`src/rtl/mem_port_arbiter_if.sv`:
```
// Bundles the two-channel requester bus, the shared memory port and status flags.
// slave = arbiter view, master = requester/memory-side view.
interface mem_port_arbiter_if #(
  parameter int ADDR_W = 7,
  parameter int DATA_W = 8,
  parameter int SIZE_W = 4
);
  logic [1:0]          req_oe;
  logic [1:0]          req_we;
  logic [2*ADDR_W-1:0] req_addr;
  logic [2*DATA_W-1:0] req_wdata;
  logic [2*SIZE_W-1:0] req_size;
  logic [2*DATA_W-1:0] req_rdata;
  logic [1:0]          req_rdy;
  logic                mem_oe;
  logic                mem_we;
  logic [ADDR_W-1:0]   mem_addr;
  logic [DATA_W-1:0]   mem_wdata;
  logic [SIZE_W-1:0]   mem_size;
  logic [DATA_W-1:0]   mem_rdata;
  logic                mem_rdy;
  logic                busy;
  logic                err_both;
  logic                err_timeout;

  modport slave (
    input  req_oe, req_we, req_addr, req_wdata, req_size, mem_rdata, mem_rdy,
    output req_rdata, req_rdy, mem_oe, mem_we, mem_addr, mem_wdata, mem_size,
           busy, err_both, err_timeout
  );

  modport master (
    output req_oe, req_we, req_addr, req_wdata, req_size, mem_rdata, mem_rdy,
    input  req_rdata, req_rdy, mem_oe, mem_we, mem_addr, mem_wdata, mem_size,
           busy, err_both, err_timeout
  );
endinterface

```
`src/rtl/mem_port_arbiter.sv`:
```
// Round-robin arbiter sharing one memory port between two requester channels,
// holding each grant until mem_rdy or a watchdog timeout.
//
// state | meaning
// IDLE  | no grant; mem_* outputs forced to 0, picks next channel
// BUSY  | grant_q owns the memory port until mem_rdy or timeout
module mem_port_arbiter #(
  parameter int ADDR_W  = 7,
  parameter int DATA_W  = 8,
  parameter int SIZE_W  = 4,
  parameter int TIMEOUT = 255
) (
  input  logic                clock,
  input  logic                reset,
  mem_port_arbiter_if.slave   bus
);
  localparam int CNT_W = $clog2(TIMEOUT + 1);
  localparam logic [CNT_W-1:0] CNT_LAST = CNT_W'(TIMEOUT - 1);

  typedef enum logic {IDLE, BUSY} state_t;

  state_t            state_q, state_d;
  logic              grant_q, grant_d;
  logic              last_q, last_d;
  logic [CNT_W-1:0]  cnt_q, cnt_d;
  logic              err_both_q, err_both_d;
  logic              err_timeout_q, err_timeout_d;

  logic [1:0]          any_req;
  logic [2*DATA_W-1:0] req_rdata;
  logic [1:0]          req_rdy;
  logic                mem_oe;
  logic                mem_we;
  logic [ADDR_W-1:0]   mem_addr;
  logic [DATA_W-1:0]   mem_wdata;
  logic [SIZE_W-1:0]   mem_size;
  logic                busy;

  assign any_req = bus.req_oe | bus.req_we;

  always_ff @(posedge clock or negedge reset) begin
    if (!reset) begin
      state_q       <= IDLE;
      grant_q       <= 1'b0;
      last_q        <= 1'b1;
      cnt_q         <= '0;
      err_both_q    <= 1'b0;
      err_timeout_q <= 1'b0;
    end else begin
      state_q       <= state_d;
      grant_q       <= grant_d;
      last_q        <= last_d;
      cnt_q         <= cnt_d;
      err_both_q    <= err_both_d;
      err_timeout_q <= err_timeout_d;
    end
  end

  always_comb begin
    state_d       = state_q;
    grant_d       = grant_q;
    last_d        = last_q;
    cnt_d         = cnt_q;
    err_timeout_d = err_timeout_q;
    err_both_d    = err_both_q | (|(bus.req_oe & bus.req_we));
    req_rdata     = '0;
    req_rdy       = '0;
    mem_oe        = 1'b0;
    mem_we        = 1'b0;
    mem_addr      = '0;
    mem_wdata     = '0;
    mem_size      = '0;
    busy          = 1'b0;

    unique case (state_q)
      IDLE: begin
        if (|any_req) begin
          state_d = BUSY;
          cnt_d   = '0;
          // with both requesting, the channel not served last wins
          grant_d = (&any_req) ? ~last_q : any_req[1];
        end
      end
      BUSY: begin
        busy      = 1'b1;
        mem_oe    = bus.req_oe[grant_q];
        mem_we    = bus.req_we[grant_q] & ~bus.req_oe[grant_q];
        mem_addr  = bus.req_addr[int'(grant_q)*ADDR_W +: ADDR_W];
        mem_wdata = bus.req_wdata[int'(grant_q)*DATA_W +: DATA_W];
        mem_size  = bus.req_size[int'(grant_q)*SIZE_W +: SIZE_W];
        if (bus.mem_rdy) begin
          req_rdy[grant_q]                          = 1'b1;
          req_rdata[int'(grant_q)*DATA_W +: DATA_W] = bus.mem_rdata;
          last_d                                    = grant_q;
          state_d                                   = IDLE;
        end else if (cnt_q == CNT_LAST) begin
          req_rdy[grant_q] = 1'b1;
          err_timeout_d    = 1'b1;
          last_d           = grant_q;
          state_d          = IDLE;
        end else begin
          cnt_d = cnt_q + 1'b1;
        end
      end
      default: state_d = IDLE;
    endcase
  end

  assign bus.req_rdata   = req_rdata;
  assign bus.req_rdy     = req_rdy;
  assign bus.mem_oe      = mem_oe;
  assign bus.mem_we      = mem_we;
  assign bus.mem_addr    = mem_addr;
  assign bus.mem_wdata   = mem_wdata;
  assign bus.mem_size    = mem_size;
  assign bus.busy        = busy;
  assign bus.err_both    = err_both_q;
  assign bus.err_timeout = err_timeout_q;
endmodule

```
`src/flat_wrapper.sv`:
```
// flat-port wrapper written by rule: the top's interface ports become plain ports
module mem_port_arbiter_flat 
#(
  parameter int ADDR_W  = 7,
  parameter int DATA_W  = 8,
  parameter int SIZE_W  = 4,
  parameter int TIMEOUT = 255
)
  (clock, reset, bus_req_oe, bus_req_we, bus_req_addr, bus_req_wdata, bus_req_size, bus_mem_rdata, bus_mem_rdy, bus_req_rdata, bus_req_rdy, bus_mem_oe, bus_mem_we, bus_mem_addr, bus_mem_wdata, bus_mem_size, bus_busy, bus_err_both, bus_err_timeout);
  mem_port_arbiter_if #(.ADDR_W(ADDR_W), .DATA_W(DATA_W), .SIZE_W(SIZE_W)) bus_i ();
  input  logic clock;
  input  logic reset;
  input wire logic [$bits(bus_i.req_oe)-1:0] bus_req_oe;
  input wire logic [$bits(bus_i.req_we)-1:0] bus_req_we;
  input wire logic [$bits(bus_i.req_addr)-1:0] bus_req_addr;
  input wire logic [$bits(bus_i.req_wdata)-1:0] bus_req_wdata;
  input wire logic [$bits(bus_i.req_size)-1:0] bus_req_size;
  input wire logic [$bits(bus_i.mem_rdata)-1:0] bus_mem_rdata;
  input wire logic [$bits(bus_i.mem_rdy)-1:0] bus_mem_rdy;
  output wire logic [$bits(bus_i.req_rdata)-1:0] bus_req_rdata;
  output wire logic [$bits(bus_i.req_rdy)-1:0] bus_req_rdy;
  output wire logic [$bits(bus_i.mem_oe)-1:0] bus_mem_oe;
  output wire logic [$bits(bus_i.mem_we)-1:0] bus_mem_we;
  output wire logic [$bits(bus_i.mem_addr)-1:0] bus_mem_addr;
  output wire logic [$bits(bus_i.mem_wdata)-1:0] bus_mem_wdata;
  output wire logic [$bits(bus_i.mem_size)-1:0] bus_mem_size;
  output wire logic [$bits(bus_i.busy)-1:0] bus_busy;
  output wire logic [$bits(bus_i.err_both)-1:0] bus_err_both;
  output wire logic [$bits(bus_i.err_timeout)-1:0] bus_err_timeout;
  assign bus_i.req_oe = bus_req_oe;
  assign bus_i.req_we = bus_req_we;
  assign bus_i.req_addr = bus_req_addr;
  assign bus_i.req_wdata = bus_req_wdata;
  assign bus_i.req_size = bus_req_size;
  assign bus_i.mem_rdata = bus_mem_rdata;
  assign bus_i.mem_rdy = bus_mem_rdy;
  assign bus_req_rdata = bus_i.req_rdata;
  assign bus_req_rdy = bus_i.req_rdy;
  assign bus_mem_oe = bus_i.mem_oe;
  assign bus_mem_we = bus_i.mem_we;
  assign bus_mem_addr = bus_i.mem_addr;
  assign bus_mem_wdata = bus_i.mem_wdata;
  assign bus_mem_size = bus_i.mem_size;
  assign bus_busy = bus_i.busy;
  assign bus_err_both = bus_i.err_both;
  assign bus_err_timeout = bus_i.err_timeout;
  mem_port_arbiter #(.ADDR_W(ADDR_W), .DATA_W(DATA_W), .SIZE_W(SIZE_W), .TIMEOUT(TIMEOUT)) u_core (.clock(clock), .reset(reset), .bus(bus_i));
endmodule
```
`config.mk`:
```
export PLATFORM = sky130hd
export DESIGN_NAME = mem_port_arbiter_flat
export DESIGN_NICKNAME = d
export VERILOG_FILES = /design/src/rtl/mem_port_arbiter_if.sv /design/src/rtl/mem_port_arbiter.sv /design/src/flat_wrapper.sv
export SDC_FILE = /design/constraint.sdc
export NUM_CORES = 1
export LEC_CHECK = 0
export ABC_AREA = 0
export CAP_MARGIN = 20
export CORE_AREA = 2 2 58 60
export CTS_BUF_LIST = sky130_fd_sc_hd__clkbuf_8
export DETAILED_ROUTE_END_ITERATION = 10
export DIE_AREA = 0 0 60 62
export DONT_BUFFER_PORTS = 1
export PLACE_DENSITY = 0.52
export SLEW_MARGIN = 20
export SYNTH_ARGS = -nofsm -noshare
export SYNTH_HDL_FRONTEND = slang
export SYNTH_SLANG_ARGS = --single-unit
```
`constraint.sdc`:
```
create_clock -name clock -period 3.6 [get_ports clock]
set_input_delay 0.72 -clock clock [delete_from_list [all_inputs] [get_ports clock]]
set_output_delay 0.72 -clock clock [all_outputs]
set_load 0.02 [all_outputs]
```
* Word level (Yosys, flattened, before mapping)
Cells that the tools add are included.
Word-level totals: register bits after elaboration 13, input bits 53, output and inout bits 42
Operators by class: add/sub/neg operators 2, $mul 1, $lt $le $gt $ge 2, equal/unequal tests 4, shift-type cells 5, multiplexer cells 28, bitwise logic cells 9, reductions and logical operators 9
Operators by type and width (number):
- $neg 4->33 | 1
- $shift 8x33->16 const A | 1
- $shiftx 8x33->16 | 1
- $mux 16 | 2
- $mux 8 | 4
- $shiftx 14x32->7 | 1
- $and 16x16->16 | 1
- $pmux 8 s2 | 1
- $shiftx 16x5->8 | 1
- $mux 1 | 14
- $add 8x1->8 const B | 1
- $eq 8x8->1 const B | 1
- $shiftx 8x4->4 | 1
- $mux 7 | 1
- $mux 2 | 3
- $reduce_and 2->1 | 3
- $reduce_and 3->1 | 2
- $mul 1x3->4 const B | 1
- $mux 4 | 1
- $ne 2x2->1 const B | 2
- $not 1->1 | 4
- $reduce_or 2->1 | 2
- $and 2x2->2 | 1
- $lt 1x2->1 const B | 1
- other kinds (9) | 9

* Logic depth before layout (Yosys ltp)
Gate-level depths: netlist of the first run.
depth in word-level cells 7, mapped depth 7, mapped depth without buffers 7

* Worst setup path before layout of the first run
Ideal clock, no wire load.
kind reg2out, start point register u_core.state_q, end point output bus_req_rdata[10], arrival 1.283 ns, data required time 2.880 ns, path slack 1.597 ns, stages on the path, launching flop included 5, buffers on the path 2, cells stage by stage dfrtp_1 buf_2 clkbuf_1 nand2_1 nor2_1
On the way: cells in the longest elaborated chain, start to end 1
RTL lines:
- start, declared | RTL line mem_port_arbiter.sv:22 | state_t state_q, state_d;
- start signal, assigned | RTL line mem_port_arbiter.sv:50 | state_q <= state_d;
- $mux 16 | RTL line mem_port_arbiter.sv:75 | unique case (state_q)
- end, declared | RTL line flat_wrapper.sv:20 | output wire logic [$bits(bus_i.req_rdata)-1:0] bus_req_rdata;
Every way passes these cells.

* Worst setup path after layout of the first run
start point register u_core.cnt_q[0], end point output bus_req_rdy[0]
On the way: cells in the longest elaborated chain, start to end 4
RTL lines:
- start, declared | RTL line mem_port_arbiter.sv:25 | logic [CNT_W-1:0] cnt_q, cnt_d;
- start signal, assigned | RTL line mem_port_arbiter.sv:53 | cnt_q <= cnt_d;
- $eq 8x8->1 | RTL line mem_port_arbiter.sv:96 | end else if (cnt_q == CNT_LAST) begin
- $mux 2 | RTL line mem_port_arbiter.sv:96
- $mux 2 | RTL line mem_port_arbiter.sv:91 | if (bus.mem_rdy) begin
- $mux 2 | RTL line mem_port_arbiter.sv:75
- end, declared | RTL line flat_wrapper.sv:21 | output wire logic [$bits(bus_i.req_rdy)-1:0] bus_req_rdy;
Every way passes these cells.

==> impl_metrics.json, run 1 <==
{
  "status": "completed",
  "fin_setup_tns_ps": 0,
  "ctsResizeCount": 0,
  "antenna_found_initial": 0,
  "end_kind": "output pin",
  "ys_seq_area_frac": 0.276,
  "critPathLaunchType": "register",
  "drt-total-wl_mm": 2.82,
  "routedWlPerCell_um": 14.9,
  "p_comb_frac": 0.446,
  "route.detailed.drc": 0,
  "cts_hold_buf": 0,
  "diodes": 0,
  "p_int_uw": 336,
  "reg2reg_depth": 5,
  "cap_violations": 0,
  "synth_top_cell_area_share": 0.254,
  "max_freq_ghz": 0.418,
  "die_area_mm2": 0.00372,
  "avgSynthCellArea_um2": 8.15,
  "p_clk_frac": 0.220,
  "synth_area_mm2": 0.00118,
  "dpl.hpwl_mm": 2.26,
  "first_pass_iters": 4,
  "cts_max_path_buffers": 2,
  "setup_viol": 0,
  "ir_drop_v": 0.000188,
  "place_ws_ps": 1460,
  "rsz0062_at_grt": "no",
  "r2r_end": "u_core.cnt_q[3]",
  "clk_pin_slew_worst_paths_ps": 60,
  "drive_gt1_frac": 0.0909,
  "gp_congestion": 0.809,
  "cp.arrival_ps": 1670,
  "nFillCells": 306,
  "area_growth_pct": 7.09,
  "cts_root_buffer": "clkbuf_8",
  "die_x_um": 60,
  "required_ps": 2880,
  "layout_common_cells": "nor2_1 (21), nor2b_1 (21), mux2i_1 (21)",
  "routed-via-count": 1021,
  "drt_iter0_markers": 31,
  "fin_crit_ps": 2390,
  "synthDistinctLibCells": 38,
  "cts-htree-levels": 1,
  "timing.final.ws_setup_ps": 1210,
  "syn_nets": 200,
  "cts_sinks": 13,
  "core_mm2": 0.00318,
  "ys_seq_elements": 13,
  "r2r_slack_ps": 1750,
  "p_leak_nw": 0.600,
  "maxSlewHeadroom": 0.694,
  "grt_max_degree": 27,
  "hold_viol_final": 0,
  "viasPerCell": 5.40,
  "p_seq_frac": 0.334,
  "hold_path.class": "in -> async",
  "cts_tree": "built",
  "grt_pass1_vias": 887,
  "postLayoutCoreUtil": 0.398,
  "ys_top_cells_by_area": "dfrtp_1 (25%), mux2i_1 (18%), nor2b_1 (11%)",
  "grt_pass1_wl_mm": 3.88,
  "timing.final.crit_share": 0.664,
  "fin_skew_ps": 2.27,
  "grt-ovfl-total": 0,
  "grtUsageTotal": 0.144,
  "p_switching_uw": 263,
  "rr_startpoint": "u_core.state_q",
  "chipHeight_um": 62,
  "ant_nets": 0,
  "yosys_warnings": 0,
  "sw_frac_of_total": 0.439,
  "numCtsBuffers": 3,
  "critPathMaxFanout": 5,
  "start_util": 0.372,
  "power.density_mw_per_mm2": 473,
  "critical_path_class": "reg -> out",
  "cts_setup_buffers": 0,
  "fin_nets": 199,
  "clock_latency_ps": 250,
  "syn-instance-count": 145,
  "ioPinCount": 95,
  "fin_total_pwr_uw": 599,
  "row_count": 21,
  "slew_violations": 0,
  "io_buffers": 0,
  "worst_pin_slew_ps": 459,
  "synth_top_cell_by_area": "dfrtp_1"
}
==> stage by stage <==
stage	hold slack, ps	instances	area (um2)
floorplan	424	145	1180
global placement	425	185	1220
detailed placement	425	185	1220
CTS	155	189	1270
global route	151	189	1270
finish	164	189	1270
==> state kept, by name, summed over array words and instances, names as in the netlist <==
| signal | flops |
|---|---|
| u_core.bus.err_both | 1 |
| u_core.bus.err_timeout | 1 |
| u_core.cnt_q | 8 |
| u_core.grant_q | 1 |
| u_core.last_q | 1 |
| u_core.state_q | 1 |
==> worst max path at each step <==
stage / from / end / cells past startpoint
after global routing: u_core.state_q / bus_req_rdy[0] / 3
after detailed placement: u_core.cnt_q[0] / bus_req_rdy[0] / 5
after floorplan: u_core.state_q / bus_req_rdata[10] / 4
after CTS: u_core.cnt_q[0] / bus_req_rdy[0] / 5
after global placement: u_core.cnt_q[0] / bus_req_rdy[0] / 5
final: u_core.cnt_q[0] / bus_req_rdy[0] / 5
==> worst max-delay path: stages, from the launching register on <==
cell	delay (ps)
dfrtp_1	420
inv_1	100
ha_1	180
nand4_1	110
o21ai_2	230
nor2b_1	390
==> cell usage after synthesis <==
library cell  count
clkbuf_1          4
or3_1             2
mux2_1            1
o32a_1            1
o211ai_1          1
a21o_4            1
a221o_1           1
nand4b_1          1
dfstp_2           1
and4_1            1
o32ai_1           1
inv_1             4
and3_1            1
a21oi_1           3
nor2_1           21
inv_2             1
nand4_1           1
nand4_4           1
a21o_1            3
nand2_1          14
xor2_1            1
o21a_1            1
and2_1            2
a31oi_1           1
o2bb2ai_1         2
dfrtp_1          12
nor2b_1          21
mux2i_1          21
nor3_1            2
a211o_1           1
o21ai_2           2
o21ai_0           1
ha_1              2
nand3_1           5
nand2b_1          1
and2b_1           1
buf_2             4
and3_2            1
==> cell families (layout without fill, tap and decap cells) <==
| family | after synthesis | in the layout | synth area share |
|---|---|---|---|
| multiplexers | 22 | 22 | 0.187 |
| adder cells (fa/ha/maj) | 2 | 2 | 0.0212 |
| AND/OR/NAND/NOR | 75 | 75 | 0.334 |
| XOR/XNOR | 1 | 1 | 0.00741 |
| buffers and inverters | 13 | 11 | 0.0455 |
| flip-flops | 13 | 13 | 0.276 |
| AO/OA/AOI/OAI | 19 | 19 | 0.128 |
==> power groups by stage <==
stage	clock [mW]	sequential, mW	combinational, mW
6_report	0.132	0.200	0.267
3_5_place_dp	0	0.202	0.270
5_1_grt	0.141	0.206	0.298
4_1_cts	0.136	0.200	0.269
3_3_place_gp	0	0.202	0.265
2_1_floorplan	0	0.189	0.254
==> routing by layer <==
metal,track usage,vias up,part of all wire
met4,0.0762,0,0.017
li1,-,493,-
met3,0.0228,5,0.072
met1,0.159,462,0.41
met5,0,-,0
met2,0.264,61,0.50
==> cell type report <==
class | instances | area, um2 | share of cell area
well taps | 46 | 57.6 | 0.0455
flip-flops and latches | 13 | 327 | 0.258
clock buffers | 3 | 41.3 | 0.0326
multi-input cells | 119 | 802 | 0.633
inverters | 5 | 18.8 | 0.0148
repair buffers | 2 | 15.0 | 0.0119
clock inverters | 1 | 5.00 | 0.00395
Note: power is estimated with default switching activity, not from simulation.
==> run 2: changes to the inputs <==
--- a/config.mk
+++ b/config.mk
@@ -12,7 +12,7 @@
 export DETAILED_ROUTE_END_ITERATION = 10
 export DIE_AREA = 0 0 60 62
 export DONT_BUFFER_PORTS = 1
-export PLACE_DENSITY = 0.52
+export PLACE_DENSITY = 0.53
 export SLEW_MARGIN = 20
 export SYNTH_ARGS = -nofsm -noshare
 export SYNTH_HDL_FRONTEND = slang
==> constraint.sdc (replaced) <==
create_clock -name clock -period 2 [get_ports clock]
set_input_delay 0.4 -clock clock [delete_from_list [all_inputs] [get_ports clock]]
set_output_delay 0.4 -clock clock [all_outputs]
set_load 0.02 [all_outputs]
==> run 2 against run 1 <==
Clock power rose by 70%. Sequential power grew 88%. Register-to-register slack worse by 1400 ps. Flip-flop and latch count is the same. First-iteration DRC count increased by 58%. Worst hold slack better by 150 ps. Wire length up 11%. Highest routed layer unchanged.
==> impl_metrics.json, run 2 (synthesis gave the netlist of run 1 again) <==
{
  "route.detailed.drc": 0,
  "max_freq_ghz": 0.526,
  "largest_register_ffs": 8,
  "cts-htree-levels": 1,
  "gp_congestion": 0.828,
  "ant_nets": 0,
  "worst_pin_slew_ps": 581,
  "cts_sinks": 13,
  "wl_met1_mm": 1.21,
  "drt-total-wl_mm": 3.13,
  "drt_iter0_markers": 49,
  "hold_path_end": "u_core.bus.err_both",
  "first_pass_iters": 4,
  "grt_max_degree": 25,
  "maxSlewHeadroom": 0.611,
  "routedWlPerCell_um": 13.5,
  "rsz0062_at_grt": "no",
  "p_leak_nw": 0.823,
  "hold_viol_final": 0,
  "critPathLaunchType": "register",
  "cts_max_path_buffers": 2,
  "critical_path_class": "reg -> out",
  "slew_violations": 0,
  "fin_crit_ps": 1900,
  "ioPinCount": 95,
  "r2r_end": "u_core.cnt_q[3]",
  "grt-ovfl-total": 0,
  "clock_latency_ps": 240,
  "status": "completed",
  "power.density_mw_per_mm2": 782,
  "whs_path_depth": 1,
  "p_clk_frac": 0.177,
  "setup_viol": 0,
  "final_area_mm2": 0.00162,
  "p_switching_uw": 508,
  "wl_met2_mm": 1.70,
  "sw_frac_of_total": 0.401,
  "cp.arrival_ps": 1500,
  "hold_ws_ps": 313,
  "r2r_slack_ps": 400,
  "routed-via-count": 1198,
  "end_kind": "output pin",
  "clk_pin_slew_worst_paths_ps": 50,
  "grt_pass1_wl_mm": 4.49,
  "required_ps": 1600,
  "cap_violations": 0,
  "cts_tree": "built",
  "cts_root_buffer": "clkbuf_8",
  "layout_common_cells": "buf_4 (43), nor2_1 (21), nor2b_1 (21), mux2i_1 (21), nand2_1 (14)",
  "p_seq_frac": 0.298,
  "numCtsBuffers": 3,
  "reg2reg_depth": 5,
  "fin_nets": 242,
  "hp-start": "bus_req_we[1]",
  "rr_startpoint": "u_core.state_q",
  "p_int_uw": 758,
  "dpl.hpwl_mm": 2.55,
  "post_dp_cell_area_mm2": 0.00153,
  "p_comb_frac": 0.526,
  "fin_skew_ps": 3.15,
  "chipHeight_um": 62,
  "top_layer_used": "met4",
  "antenna_found_initial": 0,
  "diodes": 0,
  "io_buffers": 0,
  "fin_setup_tns_ps": 0,
  "drive_gt1_frac": 0.312,
  "regMostFlops": "u_core.cnt_q",
  "viasPerCell": 5.16,
  "grtUsageTotal": 0.158,
  "grt_pass1_vias": 1011,
  "final_common_cell": "buf_4",
  "timing.final.crit_share": 0.950,
  "row_count": 21,
  "hold_path.class": "in -> reg",
  "postLayoutCoreUtil": 0.509,
  "die_x_um": 60,
  "ir_drop_v": 0.000311,
  "die_area_mm2": 0.00372,
  "area_growth_pct": 36.8,
  "start_util": 0.372,
  "core_mm2": 0.00318,
  "critPathMaxFanout": 4,
  "wl_met3_um": 209
}
-- run 2: layer usage --
layer	global-route usage	vias up
met5	0	-
met4	0.0381	0
met3	0.0207	2
met2	0.315	52
met1	0.176	564
li1	-	580
-- run 2: through the flow --
step	setup slack (ps)	instances	total power, mW
floorplan	317	145	0.799
global placement	312	224	1.01
detailed placement	262	224	1.02
CTS	1.71	229	1.26
global route	20.8	232	1.35
finish	99.6	232	1.27
-- run 2: cell type report --
type                       instances  area (um2)
multi-input combinational        119         815
inverter                           5        18.8
clock inverter                     1        3.75
timing repair buffer              45         353
tap                               46        57.6
fill                             301        1560
clock buffer                       3        41.3
sequential                        13         329
-- run 2: how the worst max path moves through the flow --
stage                         start                 to  cells past startpoint
CTS                 u_core.cnt_q[0]     bus_req_rdy[0]                      6
finish              u_core.cnt_q[0]     bus_req_rdy[0]                      6
floorplan            u_core.state_q  bus_req_rdata[10]                      4
global route        u_core.cnt_q[0]     bus_req_rdy[0]                      6
detailed placement   u_core.grant_q   bus_mem_wdata[3]                      4
global placement     u_core.grant_q    bus_mem_addr[2]                      4
-- run 2: what timing repair did --
action	4_1_cts	5_1_grt
buffers inserted	0	3
hold buffers	1	0
endpoints found under the setup margin	1	2
endpoints found under the hold margin	13	0
pin swaps	0	1
gates resized for setup	1	4
-- run 2: power groups by stage --
stage,Sequential (mW),Clock (mW),Combinational (mW)
after floorplan,0.341,0,0.458
after global routing,0.387,0.245,0.716
after detailed placement,0.377,0,0.648
final,0.376,0.224,0.665
after CTS,0.376,0.234,0.653
after global placement,0.378,0,0.631
-- run 2: critical path, cell delays in order (launching register included) --
cell	delay, ps
dfrtp_1	400
inv_2	90
ha_4	130
nand4_1	100
o21ai_2	250
nor2b_1	160
buf_4	150
==> run 3: changes to the inputs <==
--- a/config.mk
+++ b/config.mk
@@ -9,10 +9,11 @@
 export CAP_MARGIN = 20
 export CORE_AREA = 2 2 58 60
 export CTS_BUF_LIST = sky130_fd_sc_hd__clkbuf_8
+export CTS_CLUSTER_DIAMETER = 200
 export DETAILED_ROUTE_END_ITERATION = 10
 export DIE_AREA = 0 0 60 62
 export DONT_BUFFER_PORTS = 1
-export PLACE_DENSITY = 0.53
+export PLACE_DENSITY_LB_ADDON = 0.2
 export SLEW_MARGIN = 20
 export SYNTH_ARGS = -nofsm -noshare
 export SYNTH_HDL_FRONTEND = slang
==> run 3 against run 2 <==
First-iteration DRC count grew 45%. Register-to-register slack gained 20 ps. Worst hold slack lost 6.6 ps. Wire length shrank 0.48%. Die area is the same. Non-clock buffer count shrank 1. Final cell count shrank 0.43%. Power shrank 1.9%. Clock skew grew 1.9 ps. Cell area shrank 1.9%. Clock power grew 4%.
==> impl_metrics.json, run 3 (synthesis gave the netlist of run 1 again) <==
{
  "status": "completed",
  "chipHeight_um": 62,
  "endpoint": "bus_req_rdy[0]",
  "row_count": 21,
  "max_freq_ghz": 0.533,
  "maxSlewHeadroom": 0.607,
  "dpl.hpwl_mm": 2.54,
  "critPathMaxFanout": 3,
  "fin_nets": 241,
  "core_mm2": 0.00318,
  "critical_path_class": "reg -> out",
  "area_growth_pct": 34.2,
  "cts-htree-levels": 1,
  "route.detailed.drc": 0,
  "drt_iter0_markers": 71,
  "cp-startpoint": "u_core.cnt_q[0]",
  "fin_setup_tns_ps": 0,
  "cts_root_buffer": "clkbuf_8",
  "gp_congestion": 0.835,
  "grtUsageTotal": 0.154,
  "grt_pass1_vias": 1041,
  "cts_tree": "built",
  "power.density_mw_per_mm2": 782,
  "layout.area.seq_um2": 327,
  "die_x_um": 60,
  "hold_viol_final": 0,
  "die_area_mm2": 0.00372,
  "grt_max_degree": 26,
  "largest_register_ffs": 8,
  "grt-ovfl-total": 0,
  "postLayoutCoreUtil": 0.499,
  "setup_viol": 0,
  "routed-via-count": 1200,
  "reg2reg_depth": 4,
  "antenna_found_initial": 0,
  "grt_pass1_wl_mm": 4.38,
  "end_kind": "output pin",
  "slew_violations": 0,
  "viasPerCell": 5.19,
  "cap_violations": 0,
  "hold_path.class": "in -> reg",
  "timing.final.crit_share": 0.938,
  "layout_common_cells": "buf_4 (43), nor2_1 (21), nor2b_1 (21), mux2i_1 (21), nand2_1 (14)",
  "io_buffers": 0,
  "final_common_cell": "buf_4",
  "required_ps": 1600,
  "ir_drop_v": 0.000425,
  "worst_pin_slew_ps": 587,
  "fin_total_pwr_mw": 1.24,
  "multi_input_area_um2": 805,
  "p_leak_nw": 0.813,
  "start_util": 0.372,
  "whs_path_depth": 1,
  "ant_nets": 0,
  "regMostFlops": "u_core.cnt_q",
  "cts_max_path_buffers": 2,
  "ioPinCount": 95,
  "fin_skew_ps": 5.08,
  "r2r_end": "u_core.cnt_q[5]",
  "drt-total-wl_mm": 3.11,
  "cp.arrival_ps": 1480,
  "clock_latency_ps": 240,
  "rsz0062_at_grt": "no",
  "r2r_slack_ps": 420,
  "drive_gt1_frac": 0.297,
  "nFillCells": 299,
  "cts_sinks": 13,
  "rr_startpoint": "u_core.state_q",
  "fin_crit_ps": 1880,
  "numCtsBuffers": 3,
  "routedWlPerCell_um": 13.5,
  "clk_pin_slew_worst_paths_ps": 60,
  "critPathLaunchType": "register",
  "first_pass_iters": 4,
  "diodes": 0
}
## run 3: critical path, cell delays in order, from the launching register on
cell	delay (ps)
dfrtp_1	380
inv_1	90
ha_2	180
nand4_1	100
o21ai_2	180
nor2b_1	150
buf_4	150
## run 3: area by class of cell
| cell class | instances | area share |
|---|---|---|
| repair buffers | 44 | 0.210 |
| clock buffers | 3 | 0.0260 |
| flip-flops and latches | 13 | 0.206 |
| inverters | 5 | 0.0118 |
| multi-input cells | 119 | 0.507 |
| well taps | 46 | 0.0363 |
| clock inverters | 1 | 0.00315 |
## run 3: metal layers
| metal | GRT usage | routed length [um] | share of wire |
|---|---|---|---|
| met3 | 0.0228 | 230 | 0.074 |
| met4 | 0.0571 | 25 | 0.0080 |
| met5 | 0 | 0 | 0 |
| met1 | 0.175 | 1190 | 0.38 |
| met2 | 0.292 | 1670 | 0.54 |
## run 3: worst min-delay path by stage
stage	start	end	slack [ps]
after floorplan	reset	u_core.bus.err_both	100
after global placement	reset	u_core.cnt_q[2]	100
after detailed placement	reset	u_core.cnt_q[4]	100
after CTS	bus_req_we[1]	u_core.bus.err_both	300
after global routing	bus_req_we[1]	u_core.bus.err_both	300
final	bus_req_we[1]	u_core.bus.err_both	310
## run 3: what timing repair did
action	CTS	global route
setup endpoints to repair	1	2
gates cloned	0	0
hold endpoints to repair	13	0
resized for setup	0	1
pin swaps	1	1
hold buffers	1	0
setup buffers	1	1
## run 3: through the flow
stage               hold slack [ps]  setup slack, ps  std cells  cell area (um2)
finish                          307              123        231             1590
CTS                             302             16.7        230             1580
global route                    300             7.83        231             1590
floorplan                       104              317        145             1180
global placement                105              313        224             1510
detailed placement              105              257        224             1510
## run 3: power by group
group	leakage [nW]	total, mW	internal, mW	switching (mW)
clock	0.0255	0.232	0.138	0.0949
combinational	0.624	0.654	0.296	0.358
sequential	0.164	0.355	0.303	0.0515
==> RTL edit: new RTL, settings of run 1 <==
Make the reset (`reset`) synchronous in one clocked block.
--- a/src/rtl/mem_port_arbiter.sv
+++ b/src/rtl/mem_port_arbiter.sv
@@ -38,7 +38,7 @@
 
   assign any_req = bus.req_oe | bus.req_we;
 
-  always_ff @(posedge clock or negedge reset) begin
+  always_ff @(posedge clock) begin
     if (!reset) begin
       state_q       <= IDLE;
       grant_q       <= 1'b0;
Behaviour: differs if reset is asserted again (counterexample within 4 cycles, from zero or initial values and one cycle with reset low); with reset held inactive, the same outputs for 10 cycles.
==> RTL edit against run 1 <==
  * Routed wire length down 3.8%
  * Synthesized area decreased by 4.9%
  * Core utilization down 2.0 points
  * Non-clock buffer count shrank 1
  * Maximum frequency shrank 6.9%
  * Worst hold slack better by 0.35 ns
  * Final area is 5.1% lower
  * Global-route usage shrank 0.72 points
  * Cell count grew 1.6%
  * Sequential cell count unchanged
  * Setup slack lost 0.18 ns
Power is not compared: it rests on default switching activity, and its combinational part moved more than twofold at a synthesized area within 25%.
==> RTL edit: results (changes against run 1) <==
================================================================================
Status                                                              finished, final reports clean
Pin slew with the least headroom to its limit                           0.601 ns   +0.143 ns
Post-synthesis compound-gate area fraction                                 14.7%   +1.9 points
Largest fanout on the critical path                                            4   -1
Proportion of synthesized chip area in sequential cells                    23.1%   -4.5 points
Post-Route WL                                                            2.72 mm   -3.8%
Worst Clk Skew                                                        0.00331 ns   +0.00104 ns
Share of the synthesized netlist area taken by xor and xnor gates         0.779%   +0.038 points
Area contributors post-synth                                        dfxtp_1 (23%), mux2i_1 (19%), nor2_1 (11%), and2_1 (8.9%), nand3_1 (2.7%)
Number of filler cells placed in the layout                                  328   +7.2%
Netlist cell types                                                            37   -2.6%
Clock tree root driver cell                                             clkbuf_8
Reg-to-reg slack, setup                                                  1.89 ns   +0.14 ns
Area share of fa/ha/maj cells after synthesis                              2.22%   +0.11 points
Total length of routed met2 wires                                        1.36 mm   -3.6%
Total track usage                                                          13.6%   -0.72 points
Number of global-route vias before repair                                    865   -2.5%
Post-CTS Setup Repair Bufs                                                     0   unchanged
Number of buffers between clock root and the deepest sink                      2   unchanged
Start of the worst register-to-register path                        u_core.state_q$_SDFF_PN0_
Ratio of cells with drive above 1 in the final layout                      6.85%   -2.2 points
M2 GR Usage                                                                23.9%   -2.5 points
Hold crit path type                                                 flip-flop to flip-flop
Leading cell types by count after synthesis                         nor2_1 (32), mux2i_1 (21), and2_1 (16), dfxtp_1 (13), nand2_1 (8)
Async set or reset register ratio after synthesis                             0%   -100 points
Crit-path leading delay family                                      compound AO/OA/AOI/OAI gates
Number of input and output port buffers inserted                               0   unchanged
Clock insertion delay at the later pin of the skew report                0.25 ns   about the same
Number of DRC violations after detailed-routing iteration 0                   45   +45%
Syn Nets                                                                     203   +1.5%
Wire length on met1                                                      1.08 mm   -6.9%
Wire length of the first global-routing pass                             3.72 mm   -4.1%
Met3 wire len                                                             218 um   +7.9%
Primary flip-flop cell chosen by synthesis mapping                       dfxtp_1
Cell with the largest stage delay on the worst path                      o21ai_0
Final weighted congestion of routability-driven global placement           0.773   -4.4%
R2r worst-path depth                                                           4   -1
Maximum number of pins on one net before global-route repair                  26   -3.7%
Met1 Track Usage GR                                                        15.5%   -0.38 points
Area share of the leading cell type in the synthesized netlist             23.1%   -2.3 points
================================================================================
==> RTL edit: cell count changes in the layout (fill, tap and decap cells not counted), sizes merged, moves of 3 or more <==
cell | before | now
a21o | 4 | 0
and2 | 2 | 16
and3 | 2 | 5
dfrtp | 12 | 0
dfxtp | 0 | 13
nand2 | 14 | 9
nor2 | 21 | 32
nor2b | 21 | 0
==> RTL edit: through the flow <==
stage	power, mW	setup WS [ns]	area (um^2)	instances	hold WS [ns]
2_1_floorplan	0.254	1.51	1120	148	0.476
3_3_place_gp	0.262	1.26	1160	188	0.488
3_5_place_dp	0.263	1.28	1160	188	0.501
4_1_cts	0.395	0.999	1200	192	0.509
5_1_grt	0.412	0.865	1200	192	0.534
6_report	0.390	1.03	1200	192	0.510
==> RTL edit: final cells by class <==
cell class              instances  area share [%]
repair buffers                  1           0.625
inverters                       6            1.88
clock inverters                 1           0.313
clock buffers                   3            3.44
multi-input cells             122            67.3
flip-flops and latches         13            21.7
well taps                      46            4.79
